File: src/rtl/demux_1a2_pkg.sv
// Shared constants for the two-lane mux/demux data path.
// Lane indices and the default word width live here.
package demux_1a2_pkg;

    localparam int DEF_DATA_WIDTH = 8;

    localparam logic LANE0 = 1'b0;
    localparam logic LANE1 = 1'b1;

    function automatic logic other_lane(input logic lane);
        return ~lane;
    endfunction

endpackage

File: src/rtl/demux_1a2_fifo_sync.sv
// Synchronous show-ahead FIFO: head word is presented on data_out.
// DEPTH must be a power of two so the pointers wrap for free.
module fifo_sync
    import demux_1a2_pkg::*;
#(
    parameter int DATA_WIDTH = DEF_DATA_WIDTH,
    parameter int DEPTH      = 4
) (
    input  logic                  clk,
    input  logic                  reset_L,
    input  logic                  push,
    input  logic                  pop,
    input  logic [DATA_WIDTH-1:0] data_in,
    output logic [DATA_WIDTH-1:0] data_out,
    output logic                  full,
    output logic                  empty
);

    localparam int AW = $clog2(DEPTH);
    localparam int CW = AW + 1;

    logic [DATA_WIDTH-1:0] mem_q [DEPTH];

    logic [AW-1:0] wr_ptr_q, wr_ptr_d;
    logic [AW-1:0] rd_ptr_q, rd_ptr_d;
    logic [CW-1:0] count_q, count_d;

    logic do_push;
    logic do_pop;

    assign full     = (count_q == CW'(DEPTH));
    assign empty    = (count_q == '0);
    assign data_out = mem_q[rd_ptr_q];

    // Requests against a full/empty FIFO are dropped here.
    assign do_push = push && !full;
    assign do_pop  = pop && !empty;

    always_comb begin
        wr_ptr_d = wr_ptr_q;
        rd_ptr_d = rd_ptr_q;
        count_d  = count_q;
        if (do_push) begin
            wr_ptr_d = wr_ptr_q + AW'(1);
        end
        if (do_pop) begin
            rd_ptr_d = rd_ptr_q + AW'(1);
        end
        unique case ({do_push, do_pop})
            2'b10:   count_d = count_q + CW'(1);
            2'b01:   count_d = count_q - CW'(1);
            default: count_d = count_q;
        endcase
    end

    always_ff @(posedge clk) begin
        if (!reset_L) begin
            wr_ptr_q <= '0;
            rd_ptr_q <= '0;
            count_q  <= '0;
        end else begin
            wr_ptr_q <= wr_ptr_d;
            rd_ptr_q <= rd_ptr_d;
            count_q  <= count_d;
        end
    end

    // Storage needs no reset: stale words are never visible past empty.
    always_ff @(posedge clk) begin
        if (reset_L && do_push) begin
            mem_q[wr_ptr_q] <= data_in;
        end
    end

endmodule

File: src/rtl/demux_1a2.sv
// Splits the interleaved word stream back into lane 0 and lane 1.
// Strict alternation: a full target lane stalls input, never skips it.
module demux_1a2
    import demux_1a2_pkg::*;
#(
    parameter int DATA_WIDTH = DEF_DATA_WIDTH,
    parameter int DEPTH      = 4
) (
    input  logic                  clk,
    input  logic                  reset_L,
    input  logic [DATA_WIDTH-1:0] data_in,
    input  logic                  valid_in,
    output logic                  ready_in,
    output logic [DATA_WIDTH-1:0] data_out_0,
    output logic                  valid_out_0,
    input  logic                  pop_0,
    output logic [DATA_WIDTH-1:0] data_out_1,
    output logic                  valid_out_1,
    input  logic                  pop_1,
    output logic                  error_out
);

    logic sel_q, sel_d;
    logic error_q, error_d;

    logic [1:0] full;
    logic [1:0] empty;
    logic [1:0] push;

    logic [DATA_WIDTH-1:0] head_0;
    logic [DATA_WIDTH-1:0] head_1;

    logic accept;

    // Depends only on registered state, never on same-cycle pops.
    assign ready_in = !full[sel_q];
    assign accept   = valid_in && ready_in;

    assign push[LANE0] = accept && (sel_q == LANE0);
    assign push[LANE1] = accept && (sel_q == LANE1);

    always_comb begin
        sel_d   = sel_q;
        error_d = error_q;
        if (accept) begin
            sel_d = other_lane(sel_q);
        end
        if ((pop_0 && empty[LANE0]) || (pop_1 && empty[LANE1])) begin
            error_d = 1'b1;
        end
    end

    always_ff @(posedge clk) begin
        if (!reset_L) begin
            sel_q   <= LANE0;
            error_q <= 1'b0;
        end else begin
            sel_q   <= sel_d;
            error_q <= error_d;
        end
    end

    fifo_sync #(
        .DATA_WIDTH (DATA_WIDTH),
        .DEPTH      (DEPTH)
    ) u_fifo_0 (
        .clk      (clk),
        .reset_L  (reset_L),
        .push     (push[LANE0]),
        .pop      (pop_0),
        .data_in  (data_in),
        .data_out (head_0),
        .full     (full[LANE0]),
        .empty    (empty[LANE0])
    );

    fifo_sync #(
        .DATA_WIDTH (DATA_WIDTH),
        .DEPTH      (DEPTH)
    ) u_fifo_1 (
        .clk      (clk),
        .reset_L  (reset_L),
        .push     (push[LANE1]),
        .pop      (pop_1),
        .data_in  (data_in),
        .data_out (head_1),
        .full     (full[LANE1]),
        .empty    (empty[LANE1])
    );

    assign valid_out_0 = !empty[LANE0];
    assign valid_out_1 = !empty[LANE1];
    assign data_out_0  = valid_out_0 ? head_0 : '0;
    assign data_out_1  = valid_out_1 ? head_1 : '0;
    assign error_out   = error_q;

endmodule

File: config.mk
export PLATFORM = sky130hd
export DESIGN_NAME = demux_1a2
export DESIGN_NICKNAME = d
export VERILOG_FILES = /design/src/rtl/demux_1a2_pkg.sv /design/src/rtl/demux_1a2_fifo_sync.sv /design/src/rtl/demux_1a2.sv
export SDC_FILE = /design/constraint.sdc
export NUM_CORES = 1
export LEC_CHECK = 0
export CORE_ASPECT_RATIO = 1.4
export CORE_MARGIN = 2
export CORE_UTILIZATION = 30
export CTS_CLUSTER_DIAMETER = 120
export DETAILED_ROUTE_END_ITERATION = 10
export SYNTH_ARGS = -nofsm -noshare
export SYNTH_HDL_FRONTEND = slang
export SYNTH_SLANG_ARGS = --single-unit
File: constraint.sdc
create_clock -name clk -period 3 [get_ports clk]
set_clock_uncertainty 0.1 [all_clocks]
set_input_delay 0.6 -clock clk [delete_from_list [all_inputs] [get_ports clk]]
set_output_delay 0.6 -clock clk [all_outputs]
set_load 0.005 [all_outputs]
Word level (Yosys, flattened, before mapping)
Memory sizes are Yosys's and may differ from the RTL's. A register that Yosys moved wholly into a read port is not among the register bits.
Cells that the tools add are included.
Widths: inputs -> output; s select.
- add/sub/neg operators: 8
- multipliers: 0
- divide/modulo/power cells: 0
- order comparisons: 1
- equality and inequality tests: 6
- shift operators: 0
- multiplexer cells: 14
- bitwise gates (word level): 1
- reduce and logical (&&, ||, !) cells: 21
- operators by type and width (kind ; number):
    $mux 8 ; 2
    $pmux 3 s2 ; 2
    $logic_and 1x1->1 ; 11
    $add 2x1->2 const B ; 4
    $mux 2 ; 4
    $add 3x1->3 const B ; 2
    $eq 3x3->1 const B ; 2
    $logic_not 3->1 ; 2
    $mux 1 ; 6
    $sub 3x1->3 const B ; 2
    $logic_not 1->1 ; 5
    $eq 2x1->1 const B ; 2
    $eq 2x2->1 const B ; 2
    $reduce_bool 2->1 ; 2
    $lt 1x2->1 const B ; 1
    $logic_or 1x1->1 ; 1
    $not 1->1 ; 1
- register bits: 16
- latch bits: 0
- RAM bits: 64
- memory bits (read-only): 0
- input port bits: 13
- output and inout port bits: 20
- logic and storage cells: 61
- memories: 2
- memory list (memory ; depth ; width ; read ports ; clocked after Yosys merged registers in ; write ports ; RTL line ; source):
    u_fifo_0.mem_q ; 4 ; 8 ; 1 ; 1 ; 1 ; demux_1a2_fifo_sync.sv:22 ; logic [DATA_WIDTH-1:0] mem_q [DEPTH];
    u_fifo_1.mem_q ; 4 ; 8 ; 1 ; 1 ; 1 ; demux_1a2_fifo_sync.sv:22 ;

Longest topological paths before layout
- word-level depth: 10
- mapped depth: 9
- gate-level depth less buffers: 9

By module
Synthesis repeated with hierarchy kept, for this count alone.
- cell total of the unflattened synthesis: 221
- area, all modules: 3507.1 sq um
- modules (own cells, without submodules) (module ; instances ; cells each ; area each (sq um) ; sequential area each (sq um)):
    fifo_sync ; 2 ; 96 ; 1644.1 ; 1141.1
    demux_1a2 ; 1 ; 29 ; 219.0 ; 40.0

Worst setup path before layout
No wires, ideal clock.
- path type: input to register
- start point: in valid_in
- end point: reg u_fifo_0.count_q[2]
- library setup time: 76 ps
- data arrival time: 1973 ps
- data required time: 2824 ps
- path slack: 852 ps
- stages on the path: 8
- buffers on the path: 0
- cells stage by stage: nor3b_4 inv_1 ha_1 inv_1 fa_1 xor2_1 or3_1 a21boi_0
- cells in the longest elaborated chain, start to end: 5
- elaborated cells on any way between the ends: 7
- classes of those cells: eq/ne: 2; mux: 1; reduce/logical: 4
- ends and longest elaborated chain (what ; RTL line ; source):
    start, declared ; demux_1a2.sv:12 ; input logic valid_in,
    $logic_and 1x1->1 * ; demux_1a2.sv:37 ; assign accept = valid_in && ready_in;
    $logic_and 1x1->1 * ; demux_1a2.sv:39 ; assign push[LANE0] = accept && (sel_q == LANE0);
    $logic_and 1x1->1 * ; demux_1a2_fifo_sync.sv:36 ; assign do_push = push && !full;
    $eq 2x1->1 / $eq 2x2->1 (equally long branches) ; demux_1a2_fifo_sync.sv:49 ; unique case ({do_push, do_pop})
    $pmux 3 s2 / $reduce_bool 2->1 (equally long branches) ; n/a ;
    end signal, assigned ; demux_1a2_fifo_sync.sv:64 ; count_q <= count_d;
    end, declared ; demux_1a2_fifo_sync.sv:26 ; logic [CW-1:0] count_q, count_d;
Every way passes the cells marked *; elsewhere a longest branch is shown, timed or not.
A chain may end at the register's enable or synchronous reset.

==> results.cfg <==
[die]
die_w_um = 95.6
initial_core_util_pct = 30.9
die_area_sq_mm = 0.0126
io_pins = 33
fp.coreArea_sq_mm = 0.0114
die_h_um = 132
fp-row-count = 46

[drt]
ant_nets = 0
drt_pre_antenna_iters = 4
vias = 1821
viasPerCell = 4.44
route.detailed.drc = 0
post_drt_wl_per_cell_um = 14.9
wl_um = 6110
drt_iter0_markers = 90

[clock_network]
h-tree-depth = 3
cts_setup_buffers = 0
cts_buffer_depth = 2
root_buffer = clkbuf_16
clk_pin_slew_ps = 60
clk_latency_ps = 330
clkSinkCount = 84
cts_resized = 0
tritoncts = done
ctsHoldBuffers = 0
numCtsBuffers = 9

[critical_path]
path_cells = buf_4, mux4_2, nor2b_1, clkdlybuf4s50_1
cp-end-kind = primary output
critPathMaxStageDelay_ps = 510
reg2reg_to = u_fifo_1.count_q[2]$_SDFFE_PN0P_
path_class = register to primary output
cp_slowest_cell = mux4_2
worst_setup_path_start_kind = register
crit_fanout = 5
reg2reg_setup_slack_ps = 680
reg2reg_depth = 9
worst_ep_required_time_ps = 2300
cp.arrival_ps = 2110
r2r-start = u_fifo_1.count_q[2]$_SDFFE_PN0P_

[place]
placed_area_sq_mm = 0.00401
port_buffers = 32
hpwl_um = 4080
routabilityCongestion = 0.760

[grt]
grt_first_pass_wirelength_um = 9890
grt_pass1_vias = 1836
grt_max_degree = 23
grt-ovfl-total = 0
grt_usage_pct = 10.7
antenna_found_initial = 0

[logic_synthesis]
synth_top_area_cell = edfxtp_1
synth-seq-cells = 84
synth.distinct_cells = 30
synth_area_leaders = edfxtp_1 55%, dfxtp_1 11%, mux4_2 10%
seq_area_frac_synth_pct = 65.9
syn-num-nets = 246
netlist_area_sq_mm = 0.00352
netlist.area_leader.share_pct = 54.6
synth_cells = 221
synth_warnings = 0
syn_avg_cell_area_sq_um = 15.9

[timing]
tightestPinTransition_ps = 452
fmax_ghz = 0.356
period_share_pct = 93.7
rsz0062_at_grt = false
slew_viol_final = 0
final-setup-viol-count = 0
tns_ps = 0
max-slew-margin-rel_pct = 69.9
timing_hold_violations_final = 0
period_needed_ps = 2810

[flow_run]
max_cap_viol_count = 0

[pwr]
ir_drop_uv = 322
powerDensity_mw_per_mm2 = 839
power_leakage_nw = 1.44

[status]
status = completed

[worst_hold_path]
min_from = u_fifo_0.rd_ptr_q[0]$_SDFFE_PN0N_
hold_class = register to register
hold_depth = 2
worstHoldEndpoint = u_fifo_0.rd_ptr_q[0]$_SDFFE_PN0N_

[final_layout]
utilization_pct = 38.0
antennaDiodeCount = 0
syn2layout_area_growth_pct = 23.0
mostFrequentLayoutCells = 64 x edfxtp_1, 32 x clkdlybuf4s50_1, 20 x dfxtp_1
finalNetCount = 286
final_common_cell = edfxtp_1
drive_gt1_share_pct = 15.8
n_fill_cell = 1066
final_area_sq_mm = 0.00433
## area by class of cell
class / instances / area, sq um / area share [%]
Sequential cell: 84 / 2320 / 53.6
Multi-Input combinational cell: 114 / 1090 / 25.1
Timing Repair Buffer: 38 / 365 / 8.43
Clock buffer: 9 / 225 / 5.20
Tap cell: 144 / 180 / 4.16
Clock inverter: 7 / 98.8 / 2.28
Inverter: 14 / 52.6 / 1.21
## flip-flops by register name (all words and copies together) (netlist names), named ones only
register	count
error_out	1
u_fifo_0.rd_ptr_q	2
u_fifo_1.rd_ptr_q	2
u_fifo_0.mem_q	32
u_fifo_0.wr_ptr_q	2
u_fifo_1.wr_ptr_q	2
u_fifo_1.mem_q	32
u_fifo_0.count_q	3
u_fifo_1.count_q	3
sel_q	1
## layer usage
metal / up-vias / wire length [um] / track usage (%)
li1: 897 / - / -
met1: 885 / 2810 / 13.8
met2: 32 / 2960 / 16.5
met3: 7 / 235 / 3.03
met4: 0 / 108 / 5.00
met5: - / 0 / 0
## critical path: cells and delay by family, from the launching register on
kind / cells / cell delay (ps)
buffers and inverters: 2 / 670
flip-flops: 1 / 460
multiplexers: 1 / 510
AND/OR/NAND/NOR: 1 / 140
## cells by family (layout without fill, tap and decap cells)
| kind of cell | after synthesis | count (layout) | share of synthesized area [%] |
|---|---|---|---|
| DFF | 84 | 84 | 65.9 |
| adders and majority gates | 12 | 12 | 4.69 |
| and+or+nand+nor | 60 | 60 | 10.7 |
| AOI/OAI and AO/OA | 18 | 18 | 3.13 |
| muxes | 20 | 20 | 11.4 |
| buffers and inverters | 23 | 68 | 3.20 |
| xor gates and xnor gates | 4 | 4 | 0.995 |
## worst max path at each step
| stage | start | endpoint | slack [ps] | depth (start not counted) |
|---|---|---|---|---|
| after detailed placement | pop_1 | u_fifo_1.count_q[2]$_SDFFE_PN0P_ | 220 | 8 |
| after floorplan | valid_in | u_fifo_0.count_q[2]$_SDFFE_PN0P_ | 850 | 8 |
| after global placement | pop_1 | u_fifo_1.count_q[2]$_SDFFE_PN0P_ | 270 | 8 |
| final | register | data_out_1[1] | 190 | 4 |
| after CTS | register | data_out_1[1] | 130 | 4 |
| after global routing | register | data_out_1[1] | 40 | 4 |
## synth_stat cells, drive strengths merged
| cell type | instances |
|---|---|
| mux4 | 16 |
| clkbuf | 5 |
| buf | 4 |
| xor2 | 2 |
| and2 | 8 |
| o2bb2ai | 1 |
| ha | 10 |
| nor3b | 3 |
| dfxtp | 20 |
| fa | 2 |
| edfxtp | 64 |
| nand3 | 1 |
| a221oi | 1 |
| nand2 | 14 |
| mux2i | 4 |
| or3 | 5 |
| nand4bb | 2 |
| and3 | 4 |
| nor2b | 19 |
| o21ai | 11 |
| inv | 14 |
| a21boi | 5 |
| xnor2 | 2 |
| nor2 | 2 |
| nor3 | 2 |
## power breakdown
group / internal (mW) / switching (mW)
combinational: 0.583 / 0.438
clock: 0.733 / 0.440
sequential: 1.35 / 0.0851
total: 2.67 / 0.963
## through the flow
step	std cells	hold slack [ps]	worst slack (ps)	power [mW]
floorplan	221	361	852	2.06
global placement	394	372	273	2.49
detailed placement	394	388	216	2.51
CTS	410	399	132	3.70
global route	410	421	40.8	3.86
finish	410	394	188	3.63
Note: power is estimated with default switching activity, not from simulation.
